===== src/rtl/switch_debouncer.sv =====
// Slide-switch conditioner: two-flop synchroniser per bit, then a per-bit stability
// counter that accepts a new level only after STABLE_COUNT consecutive mismatched samples.
module switch_debouncer #(
    parameter int unsigned WIDTH        = 8,
    parameter int unsigned STABLE_COUNT = 16,
    parameter int unsigned CNT_W        = 16
) (
    input  logic             clk,
    input  logic             reset_n,
    input  logic             sample_en,
    input  logic [WIDTH-1:0] sw_raw,
    output logic [WIDTH-1:0] sw_clean,
    output logic             changed,
    output logic             busy
);

    localparam logic [CNT_W-1:0] CNT_LAST = CNT_W'(STABLE_COUNT - 1);

    logic [WIDTH-1:0] sync1_q;
    logic [WIDTH-1:0] sync2_q;
    logic [WIDTH-1:0] clean_q;
    logic [WIDTH-1:0] clean_d;
    logic [CNT_W-1:0] cnt_q [WIDTH];
    logic [CNT_W-1:0] cnt_d [WIDTH];
    logic             changed_q;
    logic             changed_d;
    logic             busy_q;
    logic             busy_d;

    // Per-bit qualification; a matching sample discards any partial run.
    always_comb begin
        clean_d   = clean_q;
        changed_d = 1'b0;
        busy_d    = 1'b0;
        for (int i = 0; i < int'(WIDTH); i++) begin
            cnt_d[i] = cnt_q[i];
            if (sample_en) begin
                if (sync2_q[i] == clean_q[i]) begin
                    cnt_d[i] = '0;
                end else if (cnt_q[i] == CNT_LAST) begin
                    clean_d[i] = sync2_q[i];
                    cnt_d[i]   = '0;
                    changed_d  = 1'b1;
                end else begin
                    cnt_d[i] = cnt_q[i] + CNT_W'(1);
                end
            end
            if (cnt_d[i] != '0) begin
                busy_d = 1'b1;
            end
        end
    end

    // busy is registered from next-state counters so it tracks cnt_q exactly.
    always_ff @(posedge clk or negedge reset_n) begin
        if (!reset_n) begin
            sync1_q   <= '0;
            sync2_q   <= '0;
            clean_q   <= '0;
            changed_q <= 1'b0;
            busy_q    <= 1'b0;
            for (int i = 0; i < int'(WIDTH); i++) begin
                cnt_q[i] <= '0;
            end
        end else begin
            sync1_q   <= sw_raw;
            sync2_q   <= sync1_q;
            clean_q   <= clean_d;
            changed_q <= changed_d;
            busy_q    <= busy_d;
            for (int i = 0; i < int'(WIDTH); i++) begin
                cnt_q[i] <= cnt_d[i];
            end
        end
    end

    assign sw_clean = clean_q;
    assign changed  = changed_q;
    assign busy     = busy_q;

endmodule


===== config.mk =====
export PLATFORM = sky130hd
export DESIGN_NAME = switch_debouncer
export DESIGN_NICKNAME = d
export VERILOG_FILES = /design/src/rtl/switch_debouncer.sv
export SDC_FILE = /design/constraint.sdc
export NUM_CORES = 1
export LEC_CHECK = 0
export BUFFER_PORTS_ARGS = -buffer_cell sky130_fd_sc_hd__buf_2
export CAP_MARGIN = 20
export CORE_MARGIN = 1.5
export CORE_UTILIZATION = 40
export CTS_BUF_LIST = sky130_fd_sc_hd__clkbuf_8 sky130_fd_sc_hd__clkbuf_16
export DETAILED_ROUTE_END_ITERATION = 8
export SLEW_MARGIN = 20
export SYNTH_ARGS = -nofsm -noshare
export SYNTH_HDL_FRONTEND = slang
export SYNTH_SLANG_ARGS = --single-unit

===== constraint.sdc =====
create_clock -name clk -period 4.37 [get_ports clk]
set_input_delay 0.437 -clock clk [delete_from_list [all_inputs] [get_ports clk]]
set_output_delay 0.437 -clock clk [all_outputs]
set_load 0.005 [all_outputs]

; After elaboration in Yosys (flattened, before gate mapping)
; Cells that the tools add are included.
[op_classes]
n_mux = 56
reduce_logical = 16
bitwise_logic = 8
eq_ne = 16
add_sub_neg = 8
[op_table]
columns = cell, count
row1 = two-way mux 16 bit, 24
row2 = "adder 16 x 1 -> 16 bit, second input constant", 8
row3 = "== test 16 x 4 -> 1 bit, second input constant", 8
row4 = nonzero test 16 bit, 8
row5 = two-way mux 1 bit, 32
row6 = AND reduction 3 bit, 8
row7 = == test 1 bit, 8
row8 = inverter 1 bit, 8
[totals]
ff_bits = 154
out_inout_bits = 10
in_bits = 11
elab_cells = 124

; Depth between registers and ports, before layout
; Gate-level depths: netlist of the first run.
[logic_depth]
word_depth = 25
mapped_depth = 11
depth_no_buf = 9

; Worst setup path after synthesis of the first run
; No wires, ideal clock.
[synth_path]
kind = reg2reg
start = register cnt_q[76] in the netlist's numbering
end = register busy_q, in the netlist busy
path_stages_with_launch = 9
setup_ns = 0.139
required_ns = 4.231
arrival_time_ns = 3.165
synth_period_minus_slack_ns = 3.303
n_path_buf = 0
slack_ns = 1.067
path_cell_list = dfrtp_1 -> or4_4 -> nor4_4 -> nor2_2 -> a311o_1 -> or4_1 -> nor4_1 -> nand4_1 -> or4_1
[synth_rtl]
columns = element, line
row1 = "start, declared", 23  ; logic [CNT_W-1:0] cnt_q [WIDTH];
row2 = "start signal, assigned by index", 72  ; cnt_q[i] <= cnt_d[i];
row3 = "end signal, assigned", 70  ; busy_q <= busy_d;
row4 = "end, declared", 27  ; logic busy_q;

==> results.cfg, run 1 <==
[worst_setup_path]
critical_path.startpoint = cnt_q[64]
path_max_fanout = 9
cp.arrival_ns = 3.99
worstPathRequired_ns = 4.67
timing.rr.end = busy
endpoint_kind = flop
r2r_slack_ns = 0.68
r2r-start = cnt_q[64]
timing_worst_setup_path_type = flop to flop
worstSetupStartpointType = flop
endpoint = busy
r2r_cells = 9

[pwr]
combPwrFrac = 0.114
vdd_drop_max_mv = 0.1854
leakagePower_nw = 4.205
swShare = 0.2750
power_density_nw_per_um2 = 334.2
intPower_mw = 2.472
pwr-share-clk = 0.426
power_mw = 3.409
p_switching_mw = 0.9374
p_seq_frac = 0.460

[clocking]
numCtsBuffers = 17
post_cts_resized = 0
cts_root_buffer = clkbuf_16
clk_pin_slew_worst_paths_ns = 0.06
numClockSinks = 154
postCtsSetupBuffers = 0
ctsHtreeMaxLevel = 4
tritoncts = yes
cts_buffer_depth = 2
clk_latency_ns = 0.43
hold_buffers = 0

[route]
viasPerCell = 6.403
drtIter0Drc = 751
dr.pass1.iters = 5
antenna_left = 0
drc = 0
wire_per_inst_um = 19.94
vias = 8619
wl_mm = 26.84

[sta]
rsz0062_at_grt = no
fin_crit_sh = 0.8444
relSlewSlack = 0.3666
hold_violations = 0
period_needed_ns = 3.690
worst_pin_slew_ns = 0.9501
setup_viol = 0
hold-worst-slack_ns = 0.1067
slew_violations = 0
setup_ws_ns = 0.6802
finClkSkew_ns = 0.007177
setup_tns_ns = 0
fmax_mhz = 271.0

[finish]
drive_above_1_share = 0.08765
regArea_um2 = 3854
area_delta_synth_final_pct = 10.74
final_common_cell = dfrtp_1
finalInstanceArea_um2 = 10200
instances_no_fill = 1346
layout_common_cells = 154 x dfrtp_1, 103 x nand2_1, 87 x o21ai_0
fillers = 2166
insertedDiodeCount = 0
final_core_util = 0.4506
nets = 1067
multi_input_area_um2 = 5026

[global_routing]
grt_usage = 0.2348
grt_max_degree = 101
grt_antenna_before_repair = 0
grt_overflow = 0
grt_pass1_vias = 7929
grt_pass1_wl_mm = 44.39

[synth]
synth_ff_type = dfrtp_1
ys_seq_elements = 154
ys_types = 74
syn_area_um2 = 9213
ys_seq_area_frac = 0.4183
yosysWarnings = 0
syn_area_per_cell_um2 = 8.799
syn-num-nets = 1066
synth_async_sr_flop_share = 1.000
synth_edf_count = 0
syn_inst = 1047

[die]
fp.dieW_um = 154.8
initial_utilization = 0.4069
ios = 21
coreArea_um2 = 22640
dieArea_um2 = 23950
row_count = 55
fp.dieH_um = 154.8

[placement]
gp_congestion = 0.9341
portBuffers = 20
hpwl_mm = 19.16
place_inst = 1314
dp_slack_ns = 0.7319
placed_area_um2 = 9629

[flow_run]
cap_violations = 0

[outcome]
status = complete, no violations

[hold_path]
hold_path_class = primary input to asynchronous set/reset pin
-- layer usage --
metal  share of wire  up-vias  track usage
li1                -     4094            -
met1            0.48     4211       0.3372
met2            0.44      279       0.3535
met3           0.049       35      0.04203
met4           0.024        0      0.08516
met5               0        -            0
-- how the worst min path moves through the flow --
stage               startpoint          to  slack, ns
finish                 reset_n   cnt_q[42]       0.11
floorplan              reset_n        busy       0.14
detailed placement  sync1_q[5]  sync2_q[5]       0.34
global placement    sync1_q[4]  sync2_q[4]       0.33
global route         sw_raw[4]  sync1_q[4]       0.08
CTS                  sw_raw[1]  sync1_q[1]       0.08
-- worst max-delay path, cell delays in order, from the launching register on --
cell and delay (ns):
dfrtp_1 0.46, ha_1 0.33, nand4b_1 0.25, or4_1 0.62, nand2b_1 0.36, nor3_1 0.11
a311o_1 0.39, nor4b_1 0.38, nand4_1 0.13, or4_1 0.53
-- registers in the layout, indices dropped and copies added (netlist names) --
| register | flops |
|---|---|
| busy | 1 |
| changed | 1 |
| cnt_q | 128 |
| sw_clean | 8 |
| sync1_q | 8 |
| sync2_q | 8 |
-- layout make-up --
class | count | area share
repair buffers | 41 | 0.02857
flip-flops and latches | 154 | 0.3777
multi-input cells | 807 | 0.4926
well taps | 285 | 0.03495
inverters | 27 | 0.009934
clock inverters | 14 | 0.01312
clock buffers | 18 | 0.04305
-- cell usage after synthesis (all sizes together), types with 23 or more instances --
cell | n | area, µm²
nor2 | 54 | 207.7
o21ai | 98 | 490.5
clkbuf | 55 | 206.5
a21oi | 25 | 125.1
dfrtp | 154 | 3854
nor4 | 63 | 409.1
nand2 | 103 | 386.6
nand4 | 43 | 269.0
o31ai | 23 | 172.7
inv | 27 | 101.4
nor3 | 37 | 185.2
nand3 | 64 | 320.3
-- kinds of logic (layout without fill, tap and decap cells) --
kind of cell             count (synthesis)  in the layout  share of synthesized area
XOR/XNOR                                18             18                    0.01793
AO/OA/AOI/OAI                          278            278                     0.2066
multiplexers                            15             15                    0.01752
AND/OR/NAND/NOR                        488            488                     0.2927
buffers and inverters                   86            100                    0.03613
adder cells (fa/ha/maj)                  8              8                    0.01087
flip-flops                             154            154                     0.4183
-- power groups by stage --
stage | clock, mW | combinational [mW] | sequential [mW]
final | 1.45 | 0.387 | 1.57
after floorplan | 0 | 0.265 | 1.55
after global placement | 0 | 0.386 | 1.59
after detailed placement | 0 | 0.386 | 1.59
after CTS | 1.50 | 0.387 | 1.57
after global routing | 1.55 | 0.431 | 1.58
No activity file was read; power rests on OpenSTA's default activity.
==> inputs of run 2 (changes only) <==
==> constraint.sdc (replaced) <==
create_clock -name clk -period 3.6 [get_ports clk]
set_input_delay 0.36 -clock clk [delete_from_list [all_inputs] [get_ports clk]]
set_output_delay 0.36 -clock clk [all_outputs]
set_load 0.005 [all_outputs]
==> results.cfg, run 2 (synthesis results as in run 1) <==
[worst_setup_path]
slowest_stage = nor4_1
cp_top_family = simple AND/OR/NAND/NOR gates
r2r-start = cnt_q[55]
worst-path-stages = 9
r2r_cells = 9
timing.rr.end = busy
cp.arrival_ns = 3.84
timing_worst_setup_path_type = flop to flop
critical_path.startpoint = cnt_q[55]
worstPathRequired_ns = 3.91
path_max_fanout = 9
r2r_slack_ns = 0.07
worstSetupStartpointType = flop
endpoint = busy
path_cells = nor4_1 > a41o_1 > o21ai_0 > a21o_1 > or4_1 > nor4_1 > buf_4 > nand4_1 > or4_1
critPathBufInv = 1
endpoint_kind = flop
cpPeakStageDelay_ns = 0.59

[route]
drtIter0Drc = 757
dr.pass1.iters = 5
wire_per_inst_um = 19.73
viasPerCell = 6.343
top_layer = met4
wl_met3_mm = 1.829
route.met2.wl_mm = 12.75
drc = 0
antenna_left = 0
wl_mm = 27.89
wl_met1_mm = 12.65
vias = 8969

[pwr]
power_mw = 4.366
combPwrFrac = 0.131
pwr-share-clk = 0.439
intPower_mw = 3.150
p_seq_frac = 0.430
p_switching_mw = 1.216
swShare = 0.2785
leakagePower_nw = 4.575
vdd_drop_max_mv = 0.2884
power_density_nw_per_um2 = 403.2

[finish]
fillers = 2144
drive_above_1_share = 0.1550
final_common_cell = dfrtp_1
instances_no_fill = 1414
final_core_util = 0.4783
largest_register = cnt_q
regArea_um2 = 3854
largest_reg_flops = 128
insertedDiodeCount = 0
nets = 1135
layout_common_cells = 154 x dfrtp_1, 103 x nand2_1, 87 x o21ai_0, 87 x buf_4, 64 x nand3_1
area_delta_synth_final_pct = 17.53
multi_input_area_um2 = 5089

[die]
initial_utilization = 0.4069
dieArea_um2 = 23950
ios = 21
fp.dieW_um = 154.8
fp.dieH_um = 154.8
row_count = 55
coreArea_um2 = 22640

[global_routing]
grt_max_degree = 79
grt_pass1_wl_mm = 45.68
grt_antenna_before_repair = 1
grt_pass1_vias = 8306
grt_overflow = 0
grt_usage = 0.2404

[placement]
portBuffers = 20
place_inst = 1379
hpwl_mm = 20.00
dp_slack_ns = 0.01748
gp_congestion = 0.9098

[outcome]
status = complete, no violations

[clocking]
clk_pin_slew_worst_paths_ns = 0.07
cts_root_buffer = clkbuf_16
tritoncts = yes
numCtsBuffers = 17
cts_buffer_depth = 2
numClockSinks = 154
clk_latency_ns = 0.44
ctsHtreeMaxLevel = 4

[sta]
setup_ws_ns = 0.06514
finClkSkew_ns = 0.009554
worst_pin_slew_ns = 0.8124
hold_violations = 0
setup_tns_ns = 0
setup_viol = 0
fmax_mhz = 282.9
period_needed_ns = 3.535
relSlewSlack = 0.4538
fin_crit_sh = 0.9819
slew_violations = 0

[hold_path]
hold_path_class = primary input to flop
min_from = sw_raw[1]

[flow_run]
cap_violations = 0
-- run 2: power by group through the flow --
| stage | Sequential (mW) | Combinational (mW) | Clock [mW] |
|---|---|---|---|
| after floorplan | 1.88 | 0.322 | 0 |
| after global placement | 1.90 | 0.549 | 0 |
| after detailed placement | 1.90 | 0.555 | 0 |
| after CTS | 1.87 | 0.559 | 1.96 |
| after global routing | 1.89 | 0.632 | 2.04 |
| final | 1.88 | 0.572 | 1.92 |
-- run 2: what timing repair did --
item / in CTS / in global routing
hold buffers: 1 / 0
setup buffers: 0 / 2
endpoints found under the setup margin: 0 / 1
resized for setup: 0 / 11
endpoints found under the hold margin: 28 / 0
-- run 2: layout make-up --
type / instances / area share
Clock buffer: 18 / 0.04056
Timing Repair Buffer: 109 / 0.07430
Sequential cell: 154 / 0.3559
Multi-Input combinational cell: 807 / 0.4700
Clock inverter: 14 / 0.01699
Inverter: 27 / 0.009360
Tap cell: 285 / 0.03293
-- run 2: metrics by stage --
stage / area (µm²) / hold WS, ns
after floorplan: 9213 / 0.06441
after detailed placement: 10120 / 0.3347
after global routing: 10830 / 0.0003971
after CTS: 10750 / 0.006554
after global placement: 10120 / 0.3327
final: 10830 / 0.02034
-- run 2: worst register-to-register path: stages, from the launching register on --
cell and delay [ns]:
dfrtp_1 0.43, nor4_1 0.59, a41o_1 0.48, o21ai_0 0.15, a21o_1 0.22, or4_1 0.53, nor4_1 0.33, buf_4 0.18
nand4_1 0.07, or4_1 0.42
-- run 2: worst min path at each step --
| stage | to | slack (ns) | cells past startpoint |
|---|---|---|---|
| global placement | sync2_q[0] | 0.33 | 0 |
| finish | sync1_q[1] | 0.02 | 1 |
| detailed placement | sync2_q[0] | 0.33 | 0 |
| CTS | sync1_q[0] | 0.007 | 1 |
| global route | sync1_q[1] | 0.0004 | 1 |
| floorplan | busy | 0.06 | 0 |
-- run 2: metal layers --
layer,vias up,GRT usage
met1,4373,0.3467
li1,4211,-
met4,0,0.08242
met2,346,0.3672
met5,-,0
met3,39,0.03727
==> inputs of run 3 (changes only) <==
--- a/config.mk
+++ b/config.mk
@@ -11,6 +11,7 @@
 export CORE_UTILIZATION = 40
 export CTS_BUF_LIST = sky130_fd_sc_hd__clkbuf_8 sky130_fd_sc_hd__clkbuf_16
 export DETAILED_ROUTE_END_ITERATION = 8
+export HOLD_SLACK_MARGIN = 0.1
 export SLEW_MARGIN = 20
 export SYNTH_ARGS = -nofsm -noshare
 export SYNTH_HDL_FRONTEND = slang
==> results.cfg, run 3 (synthesis results as in run 1) <==
[outcome]
status = complete, no violations

[die]
fp.dieH_um = 154.8
row_count = 55
initial_utilization = 0.4069
dieArea_um2 = 23950
fp.dieW_um = 154.8
ios = 21
coreArea_um2 = 22640

[clocking]
cts_buffer_depth = 2
ctsHtreeMaxLevel = 4
numCtsBuffers = 17
numClockSinks = 154
tritoncts = yes
clk_pin_slew_worst_paths_ns = 0.07
clk_latency_ns = 0.44
cts_root_buffer = clkbuf_16

[worst_setup_path]
critPathBufInv = 1
endpoint_kind = flop
r2r_slack_ns = 0.06
cpPeakStageDelay_ns = 0.59
timing_worst_setup_path_type = flop to flop
worstPathRequired_ns = 3.91
worstSetupStartpointType = flop
slowest_stage = nor4_1
timing.rr.end = busy
r2r-start = cnt_q[55]
path_max_fanout = 9
path_cells = nor4_1 > a41o_1 > o21ai_0 > a21o_1 > or4_1 > nor4_1 > buf_4 > nand4_1 > or4_1
cp_top_family = simple AND/OR/NAND/NOR gates
r2r_cells = 9
worst-path-stages = 9
cp.arrival_ns = 3.85

[route]
wire_per_inst_um = 19.68
viasPerCell = 6.319
dr.pass1.iters = 5
antenna_left = 0
drc = 0
drtIter0Drc = 778
vias = 8986
wl_mm = 27.99

[sta]
fin_crit_sh = 0.9826
finClkSkew_ns = 0.01057
worst_pin_slew_ns = 0.8186
fmax_mhz = 282.7
setup_tns_ns = 0
relSlewSlack = 0.4496
period_needed_ns = 3.537
setup_ws_ns = 0.06251
setup_viol = 0
hold_violations = 0
slew_violations = 0

[placement]
dp_slack_ns = 0.01748
placed_area_um2 = 10120
gp_congestion = 0.9098
hpwl_mm = 20.00
portBuffers = 20
place_inst = 1379

[finish]
final_common_cell = dfrtp_1
instances_no_fill = 1422
insertedDiodeCount = 0
finalInstanceArea_um2 = 10910
final_core_util = 0.4818
nets = 1143
drive_above_1_share = 0.1539
largest_register = cnt_q
area_delta_synth_final_pct = 18.40
largest_reg_flops = 128
layout_common_cells = 154 x dfrtp_1, 103 x nand2_1, 87 x o21ai_0, 87 x buf_4, 64 x nand3_1

[global_routing]
grt_antenna_before_repair = 1
grt_max_degree = 79
grt_usage = 0.2407
grt_overflow = 0
grt_pass1_vias = 8335
grt_pass1_wl_mm = 45.73

[hold_path]
min_to = sync2_q[6]
worstHoldPathCells = 0
hold_path_class = flop to flop
min_from = sync1_q[6]

[pwr]
vdd_drop_max_mv = 0.2904
leakagePower_nw = 4.609
power_density_nw_per_um2 = 401.1

[flow_run]
cap_violations = 0
run 3: changes by cell type in the layout (fill, tap and decap cells not counted):
cell / previous run / this run
dlygate4sd3_1: 1 / 9
run 3: worst max-delay path by stage:
stage | startpoint | to | slack, ns
finish | cnt_q[55] | busy | 0.06
global placement | cnt_q[44] | busy | 0.10
floorplan | cnt_q[76] | busy | 0.30
CTS | cnt_q[44] | busy | 0.006
global route | cnt_q[55] | busy | -0.08
detailed placement | cnt_q[44] | busy | 0.02
run 3: worst register-to-register path: stages (launching register included):
cell,delay [ns]
dfrtp_1,0.43
nor4_1,0.59
a41o_1,0.47
o21ai_0,0.15
a21o_1,0.22
or4_1,0.53
nor4_1,0.34
buf_4,0.18
nand4_1,0.07
or4_1,0.42
run 3: area by class of cell:
| class | instances | area (µm²) |
|---|---|---|
| Clock inverter | 14 | 183.9 |
| Multi-Input combinational cell | 807 | 5089 |
| Clock buffer | 18 | 439.2 |
| Sequential cell | 154 | 3854 |
| Inverter | 27 | 101.3 |
| Fill cell | 2144 | 11730 |
| Tap cell | 285 | 356.6 |
| Timing Repair Buffer | 117 | 884.6 |
run 3: metal layers:
layer	share of wire	global-route usage	up-vias
li1	-	-	4230
met1	0.46	0.3465	4388
met2	0.46	0.3677	325
met3	0.059	0.03727	43
met4	0.025	0.08379	0
met5	0	0	-
run 3: where the power goes:
part           switching (mW)  internal (mW)  leakage [nW]  total [mW]
Clock                   0.792           1.13         0.299        1.92
Sequential             0.0828           1.79          2.08        1.88
Combinational           0.344          0.236          2.22       0.580
run 3: stage by stage:
stage	hold WS, ns	power (mW)
finish	0.3491	4.375
global route	0.3545	4.567
CTS	0.3526	4.401
detailed placement	0.3347	2.459
global placement	0.3327	2.452
floorplan	0.06441	2.206
run 3: timing repair:
item                                    CTS  global route
hold buffers                              9             0
endpoints found under the setup margin    0             1
resized for setup                         0            11
setup buffers                             0             2
endpoints found under the hold margin    84             0
